[config.mk]
export PLATFORM = sky130hd
export DESIGN_NAME = mdu_seq
export DESIGN_NICKNAME = d
export VERILOG_FILES = /design/src/rtl/mdu_seq.sv
export SDC_FILE = /design/constraint.sdc
export NUM_CORES = 1
export LEC_CHECK = 0
export ABC_AREA = 1
export BUFFER_PORTS_ARGS = -buffer_cell sky130_fd_sc_hd__buf_2
export CAP_MARGIN = 0
export CORE_MARGIN = 2
export CORE_UTILIZATION = 43
export CTS_CLUSTER_DIAMETER = 80
export DETAILED_ROUTE_END_ITERATION = 10
export PLACE_DENSITY = 0.58
export SLEW_MARGIN = 20
export SYNTH_ARGS = -nofsm -noshare
export SYNTH_HDL_FRONTEND = slang
export SYNTH_SLANG_ARGS = --single-unit
[constraint.sdc]
create_clock -name clk -period 7.3 [get_ports clk]
set_input_delay 0.73 -clock clk [delete_from_list [all_inputs] [get_ports clk]]
set_output_delay 0.73 -clock clk [all_outputs]
set_load 0.05 [all_outputs]
[src/rtl/mdu_seq.sv]
// Sequential RISC-V M-extension unit: XLEN-cycle shift-add multiply and restoring divide.
// Define MDU_EARLY_OUT_EN to let divide-by-zero and signed overflow skip the iterative phase.
module mdu_seq #(
    parameter int XLEN = 32
) (
    input  logic            clk,
    input  logic            rst,
    input  logic            in_valid,
    output logic            in_ready,
    input  logic [2:0]      funct3,
    input  logic [XLEN-1:0] op_a,
    input  logic [XLEN-1:0] op_b,
    input  logic            flush,
    output logic            out_valid,
    input  logic            out_ready,
    output logic [XLEN-1:0] result,
    output logic            busy
);

    localparam int CNT_W = $clog2(XLEN);

    typedef enum logic [1:0] {
        S_IDLE = 2'd0,
        S_CALC = 2'd1,
        S_DONE = 2'd2
    } state_t;

    state_t            r_state;
    state_t            w_next_state;
    logic [CNT_W-1:0]  r_cnt;
    logic [2:0]        r_f3;
    logic              r_neg;
    logic [XLEN-1:0]   r_m;
    logic [XLEN-1:0]   r_hi;
    logic [XLEN-1:0]   r_lo;
    logic [XLEN-1:0]   r_result;

    logic              w_accept;
    logic              w_last;
    logic              w_a_signed;
    logic              w_b_signed;
    logic              w_sa;
    logic              w_sb;
    logic              w_b_zero;
    logic              w_neg;
    logic              w_early;
    logic [XLEN-1:0]   w_ma;
    logic [XLEN-1:0]   w_mb;
    logic [XLEN:0]     w_sum;
    logic              w_rem_ge;
    logic [XLEN-1:0]   w_diff;
    logic [XLEN-1:0]   w_step_hi;
    logic [XLEN-1:0]   w_step_lo;
`ifdef MDU_EARLY_OUT_EN
    logic              w_ovf;
    logic [XLEN-1:0]   w_early_res;
`endif

    function automatic logic [XLEN-1:0] f_abs(input logic [XLEN-1:0] v, input logic s);
        return s ? -v : v;
    endfunction

    // Sign correction and result selection on the final accumulator contents.
    function automatic logic [XLEN-1:0] f_finalize(
        input logic [2:0]      f3,
        input logic [XLEN-1:0] hi,
        input logic [XLEN-1:0] lo,
        input logic            neg
    );
        logic [2*XLEN-1:0] prod;
        logic [XLEN-1:0]   res;
        prod = neg ? -{hi, lo} : {hi, lo};
        case (f3)
            3'b000:                 res = prod[XLEN-1:0];
            3'b001, 3'b010, 3'b011: res = prod[2*XLEN-1:XLEN];
            3'b100, 3'b101:         res = neg ? -lo : lo;
            default:                res = neg ? -hi : hi;
        endcase
        return res;
    endfunction

`ifdef MDU_EARLY_OUT_EN
    function automatic logic [XLEN-1:0] f_early(
        input logic            is_rem,
        input logic            b_zero,
        input logic [XLEN-1:0] a
    );
        if (b_zero)
            return is_rem ? a : '1;
        return is_rem ? '0 : a;
    endfunction
`endif

    // Request decode: operand signedness, magnitudes and result sign.
    always_comb begin
        w_a_signed = 1'b0;
        w_b_signed = 1'b0;
        case (funct3)
            3'b000, 3'b001, 3'b100, 3'b110: begin
                w_a_signed = 1'b1;
                w_b_signed = 1'b1;
            end
            3'b010:  w_a_signed = 1'b1;
            default: ;
        endcase
        w_sa     = w_a_signed & op_a[XLEN-1];
        w_sb     = w_b_signed & op_b[XLEN-1];
        w_ma     = f_abs(op_a, w_sa);
        w_mb     = f_abs(op_b, w_sb);
        w_b_zero = (op_b == '0);
        if (!funct3[2])
            w_neg = w_sa ^ w_sb;
        else if (!funct3[1])
            w_neg = (w_sa ^ w_sb) & ~w_b_zero;
        else
            w_neg = w_sa;
    end

`ifdef MDU_EARLY_OUT_EN
    assign w_ovf       = w_a_signed && (op_a == {1'b1, {(XLEN-1){1'b0}}}) && (op_b == '1);
    assign w_early     = funct3[2] && (w_b_zero || w_ovf);
    assign w_early_res = f_early(funct3[1], w_b_zero, op_a);
`else
    assign w_early     = 1'b0;
`endif

    // One iteration: shift-add for multiply, restoring subtract for divide.
    always_comb begin
        w_sum    = {1'b0, r_hi} + (r_lo[0] ? {1'b0, r_m} : '0);
        w_rem_ge = ({r_hi, r_lo[XLEN-1]} >= {1'b0, r_m});
        w_diff   = {r_hi[XLEN-2:0], r_lo[XLEN-1]} - r_m;
        if (r_f3[2]) begin
            w_step_hi = w_rem_ge ? w_diff : {r_hi[XLEN-2:0], r_lo[XLEN-1]};
            w_step_lo = {r_lo[XLEN-2:0], w_rem_ge};
        end else begin
            w_step_hi = w_sum[XLEN:1];
            w_step_lo = {w_sum[0], r_lo[XLEN-1:1]};
        end
    end

    assign w_accept = in_valid && in_ready;
    assign w_last   = (r_state == S_CALC) && (r_cnt == CNT_W'(XLEN-1));

    always_ff @(posedge clk) begin
        if (rst)
            r_state <= S_IDLE;
        else
            r_state <= w_next_state;
    end

    always_comb begin
        w_next_state = r_state;
        case (r_state)
            S_IDLE: if (w_accept) w_next_state = w_early ? S_DONE : S_CALC;
            S_CALC: begin
                if (flush)
                    w_next_state = S_IDLE;
                else if (w_last)
                    w_next_state = S_DONE;
            end
            S_DONE: if (flush || out_ready) w_next_state = S_IDLE;
            default: w_next_state = S_IDLE;
        endcase
    end

    always_comb begin
        in_ready  = (r_state == S_IDLE) && !flush;
        busy      = (r_state != S_IDLE);
        out_valid = (r_state == S_DONE);
        result    = out_valid ? r_result : '0;
    end

    always_ff @(posedge clk) begin
        if (rst)
            r_cnt <= '0;
        else if (w_accept)
            r_cnt <= '0;
        else if (r_state == S_CALC)
            r_cnt <= r_cnt + CNT_W'(1);
    end

    // Datapath: multiplier in r_lo / multiplicand in r_m; dividend in r_lo / divisor in r_m.
    always_ff @(posedge clk) begin
        if (w_accept) begin
            r_f3  <= funct3;
            r_neg <= w_neg;
            r_hi  <= '0;
            if (funct3[2]) begin
                r_m  <= w_mb;
                r_lo <= w_ma;
            end else begin
                r_m  <= w_ma;
                r_lo <= w_mb;
            end
`ifdef MDU_EARLY_OUT_EN
            r_result <= w_early_res;
`endif
        end else if (r_state == S_CALC) begin
            r_hi <= w_step_hi;
            r_lo <= w_step_lo;
            if (w_last)
                r_result <= f_finalize(r_f3, w_step_hi, w_step_lo, r_neg);
        end
    end

endmodule

* Yosys cells after proc, flatten, opt, wreduce, memory -nomap -nowiden
Index checks and enable logic that the tools add are counted.
** Operators by class
- Add/sub/neg operators :: 8
- Order comparisons :: 1
- Equal/unequal tests :: 15
- Muxes and demuxes :: 24
- Bitwise logic cells :: 6
- Reduce and logical (&&, ||, !) cells :: 18
** Operator list (number)
- two-way mux 32 bit :: 13
- negation 32 bit :: 4
- case mux 32 bit (3 select lines) :: 1
- two-way mux 64 bit :: 1
- negation 64 bit :: 1
- adder 32 x 32 -> 33 bit :: 1
- greater-or-equal comparator 33 x 32 -> 1 bit :: 1
- logical NOT 32 bit :: 1
- subtractor 32 bit :: 1
- == test 3 bit, second input constant :: 4
- == test 3 x 2 -> 1 bit, second input constant :: 3
- two-way mux 2 bit :: 4
- == test 3 x 1 -> 1 bit, second input constant :: 2
- logical NOT 3 bit :: 2
- case mux 2 bit (3 select lines) :: 1
- AND reduction 3 bit :: 2
- adder 5 x 1 -> 5 bit, second input constant :: 1
- == test 5 bit, second input constant :: 1
- OR reduction 5 bit :: 1
- two-way mux 1 bit :: 4
- nonzero test 2 bit :: 2
- OR reduction 2 bit :: 2
- OR reduction 4 bit :: 1
- AND 1 bit :: 3
- other kinds (12) :: 15
** Word-level totals
- Bits in registers :: 139
- Input bits :: 72
- Output and inout port bits :: 35
- Logic and storage cells :: 80

* Longest topological paths before layout
- Depth after elaboration :: 8
- Mapped depth :: 32
- Mapped depth without buffers :: 31

* Worst setup path after synthesis
No wires, ideal clock.
- Path type :: reg-to-reg
- Start point :: register r_state[1]
- End point :: register r_lo[10], data pin
- Setup time :: 0.316 ns
- Arrival time :: 3.304 ns
- Data required time :: 6.984 ns
- Slack :: 3.680 ns
- Cell stages (with the launch flop) :: 8
- Path buffers :: 1
- Clock period less this slack :: 3.620 ns
- Path through :: dfxtp_1 inv_1 nand2_1 nor2_1 nand2_1 clkinv_1 clkbuf_1 o22ai_1
** Between the ends
- Word-level cells in the longest chain between the ends :: 4
** RTL lines
- start: declaration :: line 28 : state_t r_state;
- start signal: assignment :: line 148 : r_state <= w_next_state;
- logical NOT 2 bit :: line 167 : in_ready = (r_state == S_IDLE) && !flush;
- logical AND 1 bit :: line 167
- named net in_ready :: line 9 : output logic in_ready,
- logical AND 1 bit :: line 141 : assign w_accept = in_valid && in_ready;
- named net w_accept :: line 38 : logic w_accept;
- two-way mux 32 bit :: line 184 : if (w_accept) begin
- end signal: assignment :: line 190 : r_lo <= w_ma;
- end signal: assignment :: line 193 : r_lo <= w_mb;
- end signal: assignment :: line 200 : r_lo <= w_step_lo;
- end: declaration :: line 35 : logic [XLEN-1:0] r_lo;
The timed path passes the listed nets, and every way through them passes these cells.
A chain may end at the register's enable or synchronous reset.

* Final worst setup path
- Start point :: register r_m[7]
- End point :: register r_result[30], data pin
** Between the ends
- Word-level cells in the longest chain between the ends :: 6
- Elaborated cells between the ends (all ways) :: 14
- Those cells by class :: 5 x add/sub; 1 x order compare; 8 x mux
** RTL lines
- start: declaration :: line 33 : logic [XLEN-1:0] r_m;
- start signal: assignment :: line 189 : r_m <= w_mb;
- start signal: assignment :: line 192 : r_m <= w_ma;
- two-way mux 32 bit (tied with other cells) :: line 129 : w_sum = {1'b0, r_hi} + (r_lo[0] ? {1'b0, r_m} : '0);
- adder 32 x 32 -> 33 bit or two-way mux 32 bit (tied branches) :: line 129, 133
- two-way mux 32 bit :: line 132 : if (r_f3[2]) begin
- negation 64 bit or negation 32 bit (tied branches) :: line 72, 77
- two-way mux 64 bit or two-way mux 32 bit (tied branches) :: line 72, 77
- case mux 32 bit (3 select lines) * :: line 73 : case (f3)
- end signal: assignment :: line 202 : r_result <= f_finalize(r_f3, w_step_hi, w_step_lo, r_neg);
- end: declaration :: line 36 : logic [XLEN-1:0] r_result;
Every way passes the cells marked *; elsewhere a longest branch is shown, timed or not.

==> flow_summary.toml <==
[sta]
drv_slew = 0
rsz0062_at_grt = "no"
setup_tns_ps = 0
max_slew_margin = 0.246
setup_viol = 0
fin_crit_sh = 0.661
timing.fmax_ghz = 0.207
worst_hold_slack_ps = 472
clock_skew_ps = 15.2
layout_min_cycle_time_ps = 4830
tightest_slew_ps = 1130
finalHoldViolCount = 0

[floorplan]
io_pins = 107
fp.dieArea_sq_um = 40100
core_area_sq_um = 37800
die_width_microns = 200
row_count = 71
die_y_microns = 200
start_util = 0.438

[finish]
nets = 2955
fillers = 4129
finalNonFillerCells = 3335
area_growth_pct = 9.22
final_common_cell = "nand2_1"
multiInputGateArea_sq_um = 10600
layout_common_cells = "nand2_1 (753), inv_1 (447), nor2_1 (277)"
drive_above_1_share = 0.102
fin_area_sq_um = 18100
final-seq-area_sq_um = 3780
diodes = 0

[worst_setup_path]
r2r_cells = 29
cp_slowest_stage_delay_ps = 380
end_kind = "flop"
r2r-start = "r_m[7]"
worst-r2r-setup-slack_ps = 2470
path_buf_inv = 6
rr_endpoint = "r_result[30]"
arrival_ps = 5010
crit_slowest_cell = "edfxtp_1"
cp.required_ps = 7480
cp-start-kind = "flop"
cp_max_fo = 35
critical_path.top_delay_family = "simple AND/OR/NAND/NOR gates"
path_class = "reg2reg"
cp-startpoint = "r_m[7]"

[global_route]
antenna_found_initial = 2
grt_start_max_net_pins = 74
grt-ovfl-total = 0
grt_pass1_wl_microns = 103000
grt_pass1_vias = 17424
grt_use_total = 0.337

[synth]
synth_nets = 2895
yosysWarnings = 0
synth-edff-count = 100
synthTopCellsByArea = "edfxtp_1 (18%), nand2_1 (17%), inv_1 (10%)"
avgSynthCellArea_sq_um = 6.02
synthCells = 2751
synth_area_sq_um = 16600
async_flop_share = 0
synth_ff_type = "edfxtp_1"
synth.distinct_cells = 57
yosysTopAreaCellShare = 0.181
ys_seq_area_frac = 0.228
synth_largest_area_cell = "edfxtp_1"
synth_seq_cells = 139

[clock_network]
clock_sinks = 139
cts_resized = 0
cts_buffers = 17
cts.path.max_buffers = 2
htree_levels = 4
clock_latency_ps = 450
cts_hold_buf = 0
cts_root_buf = "clkbuf_16"
post_cts_buffers = 0
clkTransAtPathRegs_ps = 70
cts_tree = "yes"

[pwr]
power.density_nw_per_um2 = 250
p_leak_nw = 9.14
vdd_drop_max_uv = 199
power_mw = 4.52

[min_path]
min_from = "r_cnt[4]"
hp-class = "reg2reg"
hold_path_depth = 2
holdPathEnd = "r_cnt[4]"

[detailed_routing]
wl_microns = 68500
ant_nets = 0
vias = 18319
drt_iter0_drc = 1578
wl_per_cell_microns = 20.5
vias_per_cell = 5.49
remaining_drc_errors = 0
first_pass_iters = 6

[run]
maxCapViolations = 0

[place]
gp_congestion = 0.996
io_buffers = 106
placedCellCount = 3303
hpwl_microns = 55300
dpl-instance-area_sq_um = 17500

[run_status]
status = "completed"
report_power, final:
| part | switching, mW | internal, mW | total [mW] |
|---|---|---|---|
| sequential | 0.0923 | 0.952 | 1.04 |
| combinational | 1.80 | 0.731 | 2.53 |
| clock | 0.399 | 0.550 | 0.948 |
final cells by class:
cell class	instances	area share
multi-input combinational	2062	0.588
inverter	467	0.0968
clock buffer	25	0.0297
sequential	139	0.209
tap	511	0.0353
timing repair buffer	124	0.0368
clock inverter	7	0.00401
worst max path at each step:
stage / to / slack, ps / depth (start not counted)
floorplan: r_lo[10] / 3680 / 7
finish: r_result[30] / 2470 / 29
global placement: r_result[6] / 2700 / 28
detailed placement: r_result[30] / 2590 / 29
global route: r_result[30] / 2150 / 29
CTS: r_result[30] / 2590 / 29
routing by layer:
layer	share of wire	vias up	GRT usage
met5	0.00019	-	0
met3	0.068	134	0.0526
met4	0.047	2	0.150
li1	-	8958	-
met2	0.47	688	0.575
met1	0.42	8537	0.421
cell families (layout without fill, tap and decap cells):
group | count (synthesis) | count (layout) | share of synthesized area
AND/OR/NAND/NOR | 1515 | 1515 | 0.405
buffers and inverters | 550 | 623 | 0.130
AO/OA/AOI/OAI | 360 | 360 | 0.120
flip-flops | 139 | 139 | 0.228
XOR/XNOR | 107 | 107 | 0.0565
adder cells (fa/ha/maj) | 72 | 72 | 0.0553
multiplexers | 8 | 8 | 0.00483
synth_stat cells (all sizes together) (3+ instances only):
cell,count
inv,462
a21oi,94
o22ai,33
nand3,295
ha,70
mux2i,8
xnor2,26
nand2,791
buf,33
edfxtp,100
a31oi,5
nor2,313
o21ai,187
nand3b,6
clkinv,5
nand4,49
xor2,81
dfxtp,39
nor3,30
clkbuf,50
or2,17
a21o,5
o21bai,9
nor4,9
o221ai,3
and2,3
o211ai,14
worst register-to-register path: cells and delay by family, from the launching register on:
| family | cells | cell delay, ps |
|---|---|---|
| AOI/OAI and AO/OA | 1 | 190 |
| adders and majority gates | 2 | 610 |
| buffers and inverters | 6 | 400 |
| DFF | 1 | 380 |
| and+or+nand+nor | 20 | 3000 |
flip-flops by register name, summed over array words and instances (netlist names):
name,count
r_m,32
r_lo,32
r_state,2
r_result,32
r_f3,3
r_cnt,5
r_neg,1
r_hi,32
through the flow:
stage                     setup slack [ps]   util
after floorplan                       3680      -
after global placement                2700  0.462
after detailed placement              2590  0.462
after CTS                             2590  0.478
after global routing                  2150  0.478
final                                 2470  0.478
(Power assumes the default switching activity.)
